==> src/rtl/keypad_emulator_if.sv <==
// Keypad emulator bundle: request handshake, column strobes in, row sense out, status.
// master = scanner/requester side, slave = emulated keypad.
interface keypad_emulator_if;
    logic       key_valid;
    logic [3:0] key_code;
    logic       key_ready;
    logic [3:0] col;
    logic [3:0] row;
    logic       busy;
    logic       done;

    modport master (
        output key_valid, key_code, col,
        input  key_ready, row, busy, done
    );

    modport slave (
        input  key_valid, key_code, col,
        output key_ready, row, busy, done
    );
endinterface

==> src/rtl/keypad_emulator.sv <==
// Passive 4x4 keypad responder: presses a requested key for HOLD_CYCLES, then stays open for GAP_CYCLES.
// Optional contact bounce at press and release is built when KEYPAD_BOUNCE_EN is defined.
module keypad_emulator #(
    parameter int HOLD_CYCLES   = 1000,
    parameter int GAP_CYCLES    = 1000,
`ifdef KEYPAD_BOUNCE_EN
    parameter int BOUNCE_CYCLES = 64,
    parameter int BOUNCE_STEP   = 8,
`endif
    parameter int CW            = 16
) (
    input  logic               clock,
    input  logic               reset_n,
    keypad_emulator_if.slave   kp
);

    // A zero length is treated as a single cycle.
    localparam logic [CW-1:0] HOLD_LAST = (HOLD_CYCLES == 0) ? '0 : CW'(HOLD_CYCLES - 1);
    localparam logic [CW-1:0] GAP_LAST  = (GAP_CYCLES  == 0) ? '0 : CW'(GAP_CYCLES - 1);

    typedef enum logic [1:0] {S_IDLE, S_PRESS, S_GAP} state_e;

    state_e          state_q, state_d;
    logic [CW-1:0]   cnt_q,   cnt_d;
    logic [3:0]      code_q,  code_d;
    logic            done_q,  done_d;
    logic            contact;
    logic [3:0]      row;

    always_ff @(posedge clock or negedge reset_n) begin
        if (!reset_n) begin
            state_q <= S_IDLE;
            cnt_q   <= '0;
            code_q  <= 4'h0;
            done_q  <= 1'b0;
        end else begin
            state_q <= state_d;
            cnt_q   <= cnt_d;
            code_q  <= code_d;
            done_q  <= done_d;
        end
    end

    always_comb begin
        state_d = state_q;
        cnt_d   = cnt_q + CW'(1);
        code_d  = code_q;
        done_d  = 1'b0;
        case (state_q)
            S_IDLE: begin
                cnt_d = '0;
                if (kp.key_valid) begin
                    state_d = S_PRESS;
                    code_d  = kp.key_code;
                end
            end
            S_PRESS: begin
                if (cnt_q == HOLD_LAST) begin
                    state_d = S_GAP;
                    cnt_d   = '0;
                end
            end
            S_GAP: begin
                if (cnt_q == GAP_LAST) begin
                    state_d = S_IDLE;
                    cnt_d   = '0;
                    done_d  = 1'b1;
                end
            end
            default: begin
                state_d = S_IDLE;
                cnt_d   = '0;
            end
        endcase
    end

`ifdef KEYPAD_BOUNCE_EN
    logic [CW-1:0] bphase;
    logic          in_bounce;

    // Contact starts closed in each window and flips every BOUNCE_STEP cycles.
    always_comb begin
        bphase    = cnt_q / CW'(BOUNCE_STEP);
        in_bounce = (cnt_q < CW'(BOUNCE_CYCLES));
        contact   = 1'b0;
        case (state_q)
            S_PRESS: contact = in_bounce ? ~bphase[0] : 1'b1;
            S_GAP:   contact = in_bounce ? ~bphase[0] : 1'b0;
            default: contact = 1'b0;
        endcase
    end
`else
    assign contact = (state_q == S_PRESS);
`endif

    // Combinational path from col to row so the scanner sees the key in the strobe cycle.
    always_comb begin
        row = 4'b1111;
        if (contact && !kp.col[code_q[1:0]])
            row[code_q[3:2]] = 1'b0;
    end

    assign kp.row       = row;
    assign kp.key_ready = (state_q == S_IDLE);
    assign kp.busy      = (state_q != S_IDLE);
    assign kp.done      = done_q;

endmodule

==> src/flat_wrapper.sv <==
// flat-port wrapper written by rule: the top's interface ports become plain ports
module keypad_emulator_flat 
#(
    parameter int HOLD_CYCLES   = 1000,
    parameter int GAP_CYCLES    = 1000,

    parameter int CW            = 16
)
  (clock, reset_n, kp_key_valid, kp_key_code, kp_col, kp_key_ready, kp_row, kp_busy, kp_done);
  keypad_emulator_if kp_i ();
  input  logic clock;
  input  logic reset_n;
  input wire logic [$bits(kp_i.key_valid)-1:0] kp_key_valid;
  input wire logic [$bits(kp_i.key_code)-1:0] kp_key_code;
  input wire logic [$bits(kp_i.col)-1:0] kp_col;
  output wire logic [$bits(kp_i.key_ready)-1:0] kp_key_ready;
  output wire logic [$bits(kp_i.row)-1:0] kp_row;
  output wire logic [$bits(kp_i.busy)-1:0] kp_busy;
  output wire logic [$bits(kp_i.done)-1:0] kp_done;
  assign kp_i.key_valid = kp_key_valid;
  assign kp_i.key_code = kp_key_code;
  assign kp_i.col = kp_col;
  assign kp_key_ready = kp_i.key_ready;
  assign kp_row = kp_i.row;
  assign kp_busy = kp_i.busy;
  assign kp_done = kp_i.done;
  keypad_emulator #(.HOLD_CYCLES(HOLD_CYCLES), .GAP_CYCLES(GAP_CYCLES), .CW(CW)) u_core (.clock(clock), .reset_n(reset_n), .kp(kp_i));
endmodule
==> config.mk <==
export PLATFORM = sky130hd
export DESIGN_NAME = keypad_emulator_flat
export DESIGN_NICKNAME = d
export VERILOG_FILES = /design/src/rtl/keypad_emulator_if.sv /design/src/rtl/keypad_emulator.sv /design/src/flat_wrapper.sv
export SDC_FILE = /design/constraint.sdc
export NUM_CORES = 1
export LEC_CHECK = 0
export CAP_MARGIN = 25
export CORE_MARGIN = 5
export CORE_UTILIZATION = 56
export CTS_CLUSTER_SIZE = 30
export DETAILED_ROUTE_END_ITERATION = 6
export PLACE_DENSITY = 0.78
export RECOVER_POWER = 100
export SLEW_MARGIN = 25
export SYNTH_ARGS = -nofsm -noshare
export SYNTH_HDL_FRONTEND = slang
export SYNTH_SLANG_ARGS = --single-unit
==> constraint.sdc <==
create_clock -name clock -period 3.45 [get_ports clock]
set_input_delay 0.5175 -clock clock [delete_from_list [all_inputs] [get_ports clock]]
set_output_delay 0.5175 -clock clock [all_outputs]
set_load 0.01 [all_outputs]
==> results of run 1 <==
-- stage by stage --
step           total power [mW]  cell area [µm²]
2_1_floorplan            0.5697             1194
3_3_place_gp             0.6544             1390
3_5_place_dp             0.6710             1390
4_1_cts                  0.7908             1416
5_1_grt                  0.8340             1391
6_report                 0.7642             1391
-- flip-flops by register name, indices dropped and copies added, names as in the netlist --
register / count
u_core.cnt_q: 16
u_core.code_q: 4
u_core.state_q: 2
u_core.kp.done: 1
-- worst max-delay path: cells and delay by family --
| family | cells | cell delay, ns |
|---|---|---|
| buffers and inverters | 2 | 0.99 |
| and+or+nand+nor | 3 | 0.45 |
| muxes | 1 | 0.45 |
-- cells in the final DEF, fill, tap and decap left out, types with 2 or more instances in the layout --
master and instances:
sky130_fd_sc_hd__dlygate4sd3_1 7, sky130_fd_sc_hd__clkbuf_4 3, sky130_fd_sc_hd__or4_1 3, sky130_fd_sc_hd__nand2_1 7
sky130_fd_sc_hd__xnor2_1 8, sky130_fd_sc_hd__clkbuf_1 2, sky130_fd_sc_hd__a21oi_1 2, sky130_fd_sc_hd__nand2b_1 2
sky130_fd_sc_hd__o21ai_0 2, sky130_fd_sc_hd__inv_1 5, sky130_fd_sc_hd__nor2_1 17, sky130_fd_sc_hd__xor2_1 4
sky130_fd_sc_hd__mux2_1 2, sky130_fd_sc_hd__or3_1 2, sky130_fd_sc_hd__mux2_2 4, sky130_fd_sc_hd__nand4_1 4
sky130_fd_sc_hd__nand3_1 5, sky130_fd_sc_hd__dfrtp_1 23, sky130_fd_sc_hd__nor4_1 4, sky130_fd_sc_hd__clkdlybuf4s50_1 9
sky130_fd_sc_hd__ha_1 6, sky130_fd_sc_hd__nor2b_1 2, sky130_fd_sc_hd__nor3_1 2
-- power by group through the flow --
stage,Clock [mW],Sequential [mW],Combinational (mW)
after floorplan,0,0.357,0.213
after global placement,0,0.363,0.291
after detailed placement,0,0.366,0.305
after CTS,0.125,0.360,0.305
after global routing,0.141,0.368,0.325
final,0.118,0.360,0.286
-- area by class of cell --
cell class / count / area (µm²) / area share (%)
Clock buffer: 4 / 26.28 / 1.888
Multi-Input combinational cell: 83 / 573.1 / 41.19
Sequential cell: 23 / 575.6 / 41.37
Tap cell: 27 / 33.78 / 2.428
Timing Repair Buffer: 17 / 163.9 / 11.78
Inverter: 5 / 18.77 / 1.349
-- logic make-up after synthesis --
family	count (synthesis)	synth area share [%]
adders and majority gates	6	6.289
muxes	7	7.547
AOI/OAI and AO/OA	5	2.202
buffers and inverters	6	2.202
DFF	23	48.22
and+or+nand+nor	53	24.74
xor gates and xnor gates	12	8.805
-- routing by layer --
metal	share of wire (%)	vias to the layer above	track usage [%]
met2	46	8	22.37
met4	0	0	3.051
li1	-	426	-
met1	51	383	20.74
met5	0	-	0
met3	2.9	0	3.712
-- worst max-delay path by stage --
stage | end | slack (ns) | cells past startpoint | start
after floorplan | kp_row[0] | 1.53 | 4 | kp_col[3]
after global placement | kp_row[0] | 0.67 | 6 | kp_col[3]
after detailed placement | kp_row[0] | 0.63 | 6 | kp_col[3]
after CTS | kp_row[0] | 0.62 | 6 | kp_col[3]
after global routing | kp_row[1] | 0.41 | 6 | kp_col[3]
final | kp_row[0] | 0.52 | 6 | kp_col[3]
==> parameters.txt, run 1 <==
Parameter                              Value

Worst setup path
  Slowest-stage cell, CP ... sky130_fd_sc_hd__dlygate4sd3_1
  Setup Crit Path Kind ... input pin to output pin
  Crit-path most repeated cell ... sky130_fd_sc_hd__nor2b_1
  Arrival @ worst endpoint ... around 2.4 ns
  CP Max Fanout ... 3
  Element type at the critical path end ... output pin
  Launching element type of the critical path ... input pin
  Endpoint required time on the critical path ... 2.93 ns
  Highest cell delay on the worst timing path ... 0.60 ns
  Worst R2R Setup Slack ... around 1.2 ns
  Length in cells of the worst reg-to-reg path ... 4
  Startpoint of the worst-slack reg-to-reg timing path ... u_core.cnt_q[12]
  Capturing point of the worst reg2reg path ... u_core.cnt_q[3]
  Cells along the critical path ... clkdlybuf4s50_1 -> mux4_2 -> nor2b_1 -> nor2b_1 -> nand2b_1 -> dlygate4sd3_1

Route
  Wirelength, routed ... 2027 µm
  Total number of vias ... 817
  Wire length per cell after detailed routing ... between 10 and 15 µm
  Vias/cell ... about 5.1
  Iter 0 DRT Violations ... 8
  Post-route antenna net violation count ... 0
  Drt pass-1 iters ... 4
  DRC violation count after routing ... 0

Power and ir drop
  Switching share of total power ... 34.76%
  Leakage ... between 0.5 and 0.6 nW
  Share of total power in sequential cells ... between 40% and 50%
  Power Density ... 549.2 mW/mm²
  Clock network fraction of design power ... 15.5%
  Logic gate share of total power ... 37.4%
  Max VDD drop ... about 550 µV
  P_sw ... approximately 0.27 mW
  Int Pwr ... about 0.5 mW

Layout
  Nets ... 150
  Final Non-Filler Cells ... 159
  P&R area growth vs syn ... 16.56%
  Number of filler cells placed in the layout ... between 150 and 200
  Fraction of final layout cells with drive strength greater than 1 ... approximately 7.6%
  Layout Utilization ... a little over two thirds
  Antenna Diode Count ... 0

Synthesis
  Post-Syn Instances ... 112
  Cell types with the highest counts after synthesis ... sky130_fd_sc_hd__dfrtp_1 (23), sky130_fd_sc_hd__nor2_1 (17), sky130_fd_sc_hd__xnor2_1 (8), sky130_fd_sc_hd__nand2_1 (7), sky130_fd_sc_hd__ha_1 (6)
  Number of storage elements in the synthesis netlist ... 23
  Synth warn ... 0
  Post-Synthesis Mean Instance Area ... approximately 11 µm²
  Share of synthesized area occupied by flip-flops and latches ... between 40% and 50%
  Post-synth cell types ... 27
  Ranking of synthesized cells by area ... sky130_fd_sc_hd__dfrtp_1 (48%), sky130_fd_sc_hd__ha_1 (6.3%), sky130_fd_sc_hd__xnor2_1 (5.9%)
  Predominant post-synthesis flop cell ... sky130_fd_sc_hd__dfrtp_1
  Post-synth top area cell ... sky130_fd_sc_hd__dfrtp_1
  Number of enable flip-flop cells after synthesis ... 0
  Mapped cell area ... between 0.001 and 0.0015 mm²
  Ys async rst share ... 100.0%
  Top-area cell type share of the netlist area ... 48.22%
  Most numerous cell in the Yosys netlist ... sky130_fd_sc_hd__dfrtp_1
  Synthesized netlist net count ... roughly 130

STA
  Setup TNS ... 0 ns
  F_max ... between 300 and 400 MHz
  Final worst setup slack ... between 0.5 and 0.6 ns
  Shortest clock period the worst path allows after layout ... just under 3 ns
  Max-slew violation count ... 0
  Hold Fails Final Rpt ... 0
  Setup repair after global routing missed its margin ... false
  Slew @ Worst Pin ... around 1.2 ns
  Finish-stage setup viols ... 0
  Final clock period utilization by the worst path ... a little over four fifths
  Final Hold Slack ... approximately 0.43 ns
  Slew HR ... between 20 and 25%
  Post-route clock skew ... about 0.0083 ns

Place
  Final weighted congestion in routability-driven placement ... 0.7684
  Place WS ... 0.6253 ns
  Detailed-placement wirelength estimate ... 1522 µm
  Cell count after placement ... 155
  Buffers added on ports ... 17

Global routing
  Initial antenna violation count ... 0
  Pin count of the biggest net entering global routing ... 24
  Overall fraction of global-route tracks in use ... 14.56%
  First-pass GRT wire length ... 3726 µm
  Congestion Overflow GR ... 0
  Via count of the first global-routing pass ... 826

Hold path
  Path type of the worst min-delay path ... input pin to async pin

Clocking
  Clock tree root buffer cell ... sky130_fd_sc_hd__clkbuf_4
  Count of hold-fix buffers inserted at cts ... 0
  Post-CTS Setup Inserts ... 0
  TritonCTS Sinks ... 23
  Clock slew at reported path FFs ... ~0.12 ns
  Insertion delay of the later-clocked pin in the worst-skew pair ... around 0.3 ns
  Number of buffers added by the clock tree synthesis step ... 3
  Number of buffers between clock root and the deepest sink ... 2
  CTS H-tree depth ... 1
  Count of cells resized by post-cts repair ... 0
  Clock tree from TritonCTS ... yes

Die
  Floorplan Core Area ... 0.002002 mm²
  Overall die height ... around 56 µm
  Ports ... 18
  Overall die width ... about 56 µm
  Number of rows created at floorplan ... 16
  Starting utilization of the core area ... ~60%
  Die footprint ... ~0.0032 mm²

Outcome
  Result of the run ... completed

Flow run
  Reported max-cap violation count ... 0
(Power assumes the default switching activity.)
==> run 2: changes to the inputs <==
CORE_UTILIZATION = 52   (was 56)
PLACE_DENSITY = 0.73   (was 0.78)
clock period = 2.76 ns   (was 3.45 ns; I/O delays follow)
==> parameters.txt, run 2 (same netlist as run 1, synthesis figures left out) <==
Parameter                              Value

Outcome
  Result of the run ... completed

Clocking
  Insertion delay of the later-clocked pin in the worst-skew pair ... 0.31 ns (about the same)
  Clock tree from TritonCTS ... yes
  Count of cells resized by post-cts repair ... 0 (unchanged)
  TritonCTS Sinks ... 23 (unchanged)
  Clock slew at reported path FFs ... 0.12 ns (about the same)
  Count of hold-fix buffers inserted at cts ... 0 (unchanged)
  Clock tree root buffer cell ... sky130_fd_sc_hd__clkbuf_4
  Number of buffers between clock root and the deepest sink ... 2 (unchanged)
  Post-CTS Setup Inserts ... 0 (unchanged)
  CTS H-tree depth ... 1 (unchanged)
  Number of buffers added by the clock tree synthesis step ... 3 (unchanged)

Route
  Total number of vias ... 852 (+4.3%)
  Drt pass-1 iters ... 4 (unchanged)
  Post-route antenna net violation count ... 0 (unchanged)
  Vias/cell ... 5.292 (+3.0%)
  Wire length per cell after detailed routing ... 12.78 µm (+0.27%)
  DRC violation count after routing ... 0 (unchanged)
  Wirelength, routed ... 2058 µm (+1.5%)
  Iter 0 DRT Violations ... 44 (+36)

Die
  Floorplan Core Area ... 0.002212 mm² (+10%)
  Starting utilization of the core area ... 53.96% (-5.7 points)
  Overall die width ... 57.91 µm (+3.1%)
  Die footprint ... 0.003354 mm² (+6.3%)
  Number of rows created at floorplan ... 17 (+1)
  Overall die height ... 57.91 µm (+3.1%)
  Ports ... 18 (unchanged)

Worst setup path
  Length in cells of the worst reg-to-reg path ... 4 (unchanged)
  Cells along the critical path ... clkdlybuf4s50_1 -> mux4_2 -> nor2b_1 -> nor2b_1 -> nand2_1 -> clkdlybuf4s50_1
  CP Max Fanout ... 3 (unchanged)
  Slowest-stage cell, CP ... sky130_fd_sc_hd__clkdlybuf4s50_1
  Endpoint required time on the critical path ... 2.35 ns (-0.58 ns)
  Highest cell delay on the worst timing path ... 0.47 ns (-0.13 ns)
  Setup Crit Path Kind ... input pin to output pin
  Launching element type of the critical path ... input pin
  Element type at the critical path end ... output pin
  Arrival @ worst endpoint ... 2.21 ns (-0.20 ns)

Layout
  Top Registers ... u_core.cnt_q: 16 flops, u_core.code_q: 4 flops, u_core.state_q: 2 flops
  P&R area growth vs syn ... 17.61%
  Most common cell after layout, fill and taps aside ... sky130_fd_sc_hd__dfrtp_1
  Number of filler cells placed in the layout ... 195 (+19%)
  Fraction of final layout cells with drive strength greater than 1 ... 8.271% (+0.69 points)
  Top library cells by usage in the layout, fill and taps aside ... sky130_fd_sc_hd__dfrtp_1 (23), sky130_fd_sc_hd__nor2_1 (17), sky130_fd_sc_hd__clkdlybuf4s50_1 (11)
  Register with the highest flop count ... u_core.cnt_q
  Nets ... 151 (+0.67%)
  Layout Utilization ... 63.46% (-6.0 points)
  Number of flip-flops in the largest register ... 16 (unchanged)
  Antenna Diode Count ... 0 (unchanged)

Place
  Buffers added on ports ... 17 (unchanged)
  Final weighted congestion in routability-driven placement ... 0.8085 (+5.2%)
  Detailed-placement wirelength estimate ... 1560 µm (+2.5%)

STA
  Final clock period utilization by the worst path ... a little over nine tenths
  Max-slew violation count ... 0 (unchanged)
  Hold Fails Final Rpt ... 0 (unchanged)
  F_max ... roughly 380 MHz
  Setup TNS ... 0 ns (unchanged)
  Slew HR ... 20.29% (-0.26 points)
  Shortest clock period the worst path allows after layout ... about 2.6 ns
  Finish-stage setup viols ... 0 (unchanged)
  Post-route clock skew ... 0.007999 ns (-0.0003084 ns)
  Setup repair after global routing missed its margin ... false
  Slew @ Worst Pin ... 1.196 ns (+0.003853 ns)

Global routing
  Pin count of the biggest net entering global routing ... 24 (unchanged)
  Initial antenna violation count ... 0 (unchanged)
  Congestion Overflow GR ... 0 (unchanged)
  Via count of the first global-routing pass ... 890 (+7.7%)
  First-pass GRT wire length ... 3891 µm (+4.4%)
  Overall fraction of global-route tracks in use ... 14.73% (+0.17 points)

Power and ir drop
  Power Density ... 685.7 mW/mm² (+25%)
  PnR Total Power ... 0.9627 mW (+26%)
  Max VDD drop ... 542.4 µV (-1.3%)
  Leakage ... 0.5816 nW (+2.2%)

Hold path
  Path type of the worst min-delay path ... flop to flop
  Hold path depth ... 1

Flow run
  Reported max-cap violation count ... 0 (unchanged)
==> run 2: cell types whose count changed in the layout (fill, tap and decap cells not counted) <==
cell                              previous run  this run
sky130_fd_sc_hd__clkdlybuf4s50_1             9        11
sky130_fd_sc_hd__clkinv_2                    0         1
sky130_fd_sc_hd__dlygate4sd3_1               7         6
sky130_fd_sc_hd__clkbuf_1                    2         1
==> run 2: routing by layer <==
| metal | vias up | track usage, % | wire length (µm) |
|---|---|---|---|
| met4 | 0 | 3.974 | 12 |
| li1 | 426 | - | - |
| met3 | 2 | 2.673 | 56 |
| met2 | 13 | 24.68 | 1030 |
| met5 | - | 0 | 0 |
| met1 | 411 | 19.57 | 958 |
==> run 2: worst paths after layout <==
kind	slack, ns	endpoint	startpoint
worst max-delay path	0.14	kp_row[1]	kp_col[3]
min in group asynchronous	0.85	u_core.cnt_q[3]	reset_n
worst max register to register	0.54	u_core.cnt_q[10]	u_core.cnt_q[12]
worst min-delay path	0.47	u_core.cnt_q[0]	u_core.cnt_q[0]
max in group asynchronous	1.20	u_core.cnt_q[1]	reset_n
worst min register to register	0.47	u_core.cnt_q[0]	u_core.cnt_q[0]
==> run 2: area by class of cell <==
| cell class | count | area (µm²) | share of cell area, % |
|---|---|---|---|
| clock buffers | 3 | 22.52 | 1.604 |
| clock inverters | 1 | 5.005 | 0.3565 |
| inverters | 5 | 18.77 | 1.337 |
| multi-input cells | 83 | 573.1 | 40.82 |
| flip-flops and latches | 23 | 575.6 | 41.00 |
| well taps | 28 | 35.03 | 2.496 |
| repair buffers | 18 | 173.9 | 12.39 |
==> run 2: critical path: cells and delay by family <==
kind,cells,cell delay (ns)
buffers and inverters,2,0.87
AND/OR/NAND/NOR,3,0.47
multiplexers,1,0.45
==> run 2: metrics by stage <==
step / instances / hold slack [ns] / setup slack [ns] / instance area, µm²
floorplan: 112 / 0.1184 / 0.9434 / 1194
global placement: 157 / 0.4441 / 0.1870 / 1399
detailed placement: 157 / 0.4572 / 0.1465 / 1399
CTS: 161 / 0.4393 / 0.1377 / 1426
global route: 161 / 0.5170 / 0.03547 / 1404
finish: 161 / 0.4678 / 0.1384 / 1404
==> run 2: where the power goes <==
part | internal (mW) | switching [mW] | leakage (nW) | total (mW)
Combinational | 0.171 | 0.188 | 0.257 | 0.359
Clock | 0.0541 | 0.101 | 0.0177 | 0.155
Sequential | 0.399 | 0.0492 | 0.307 | 0.448
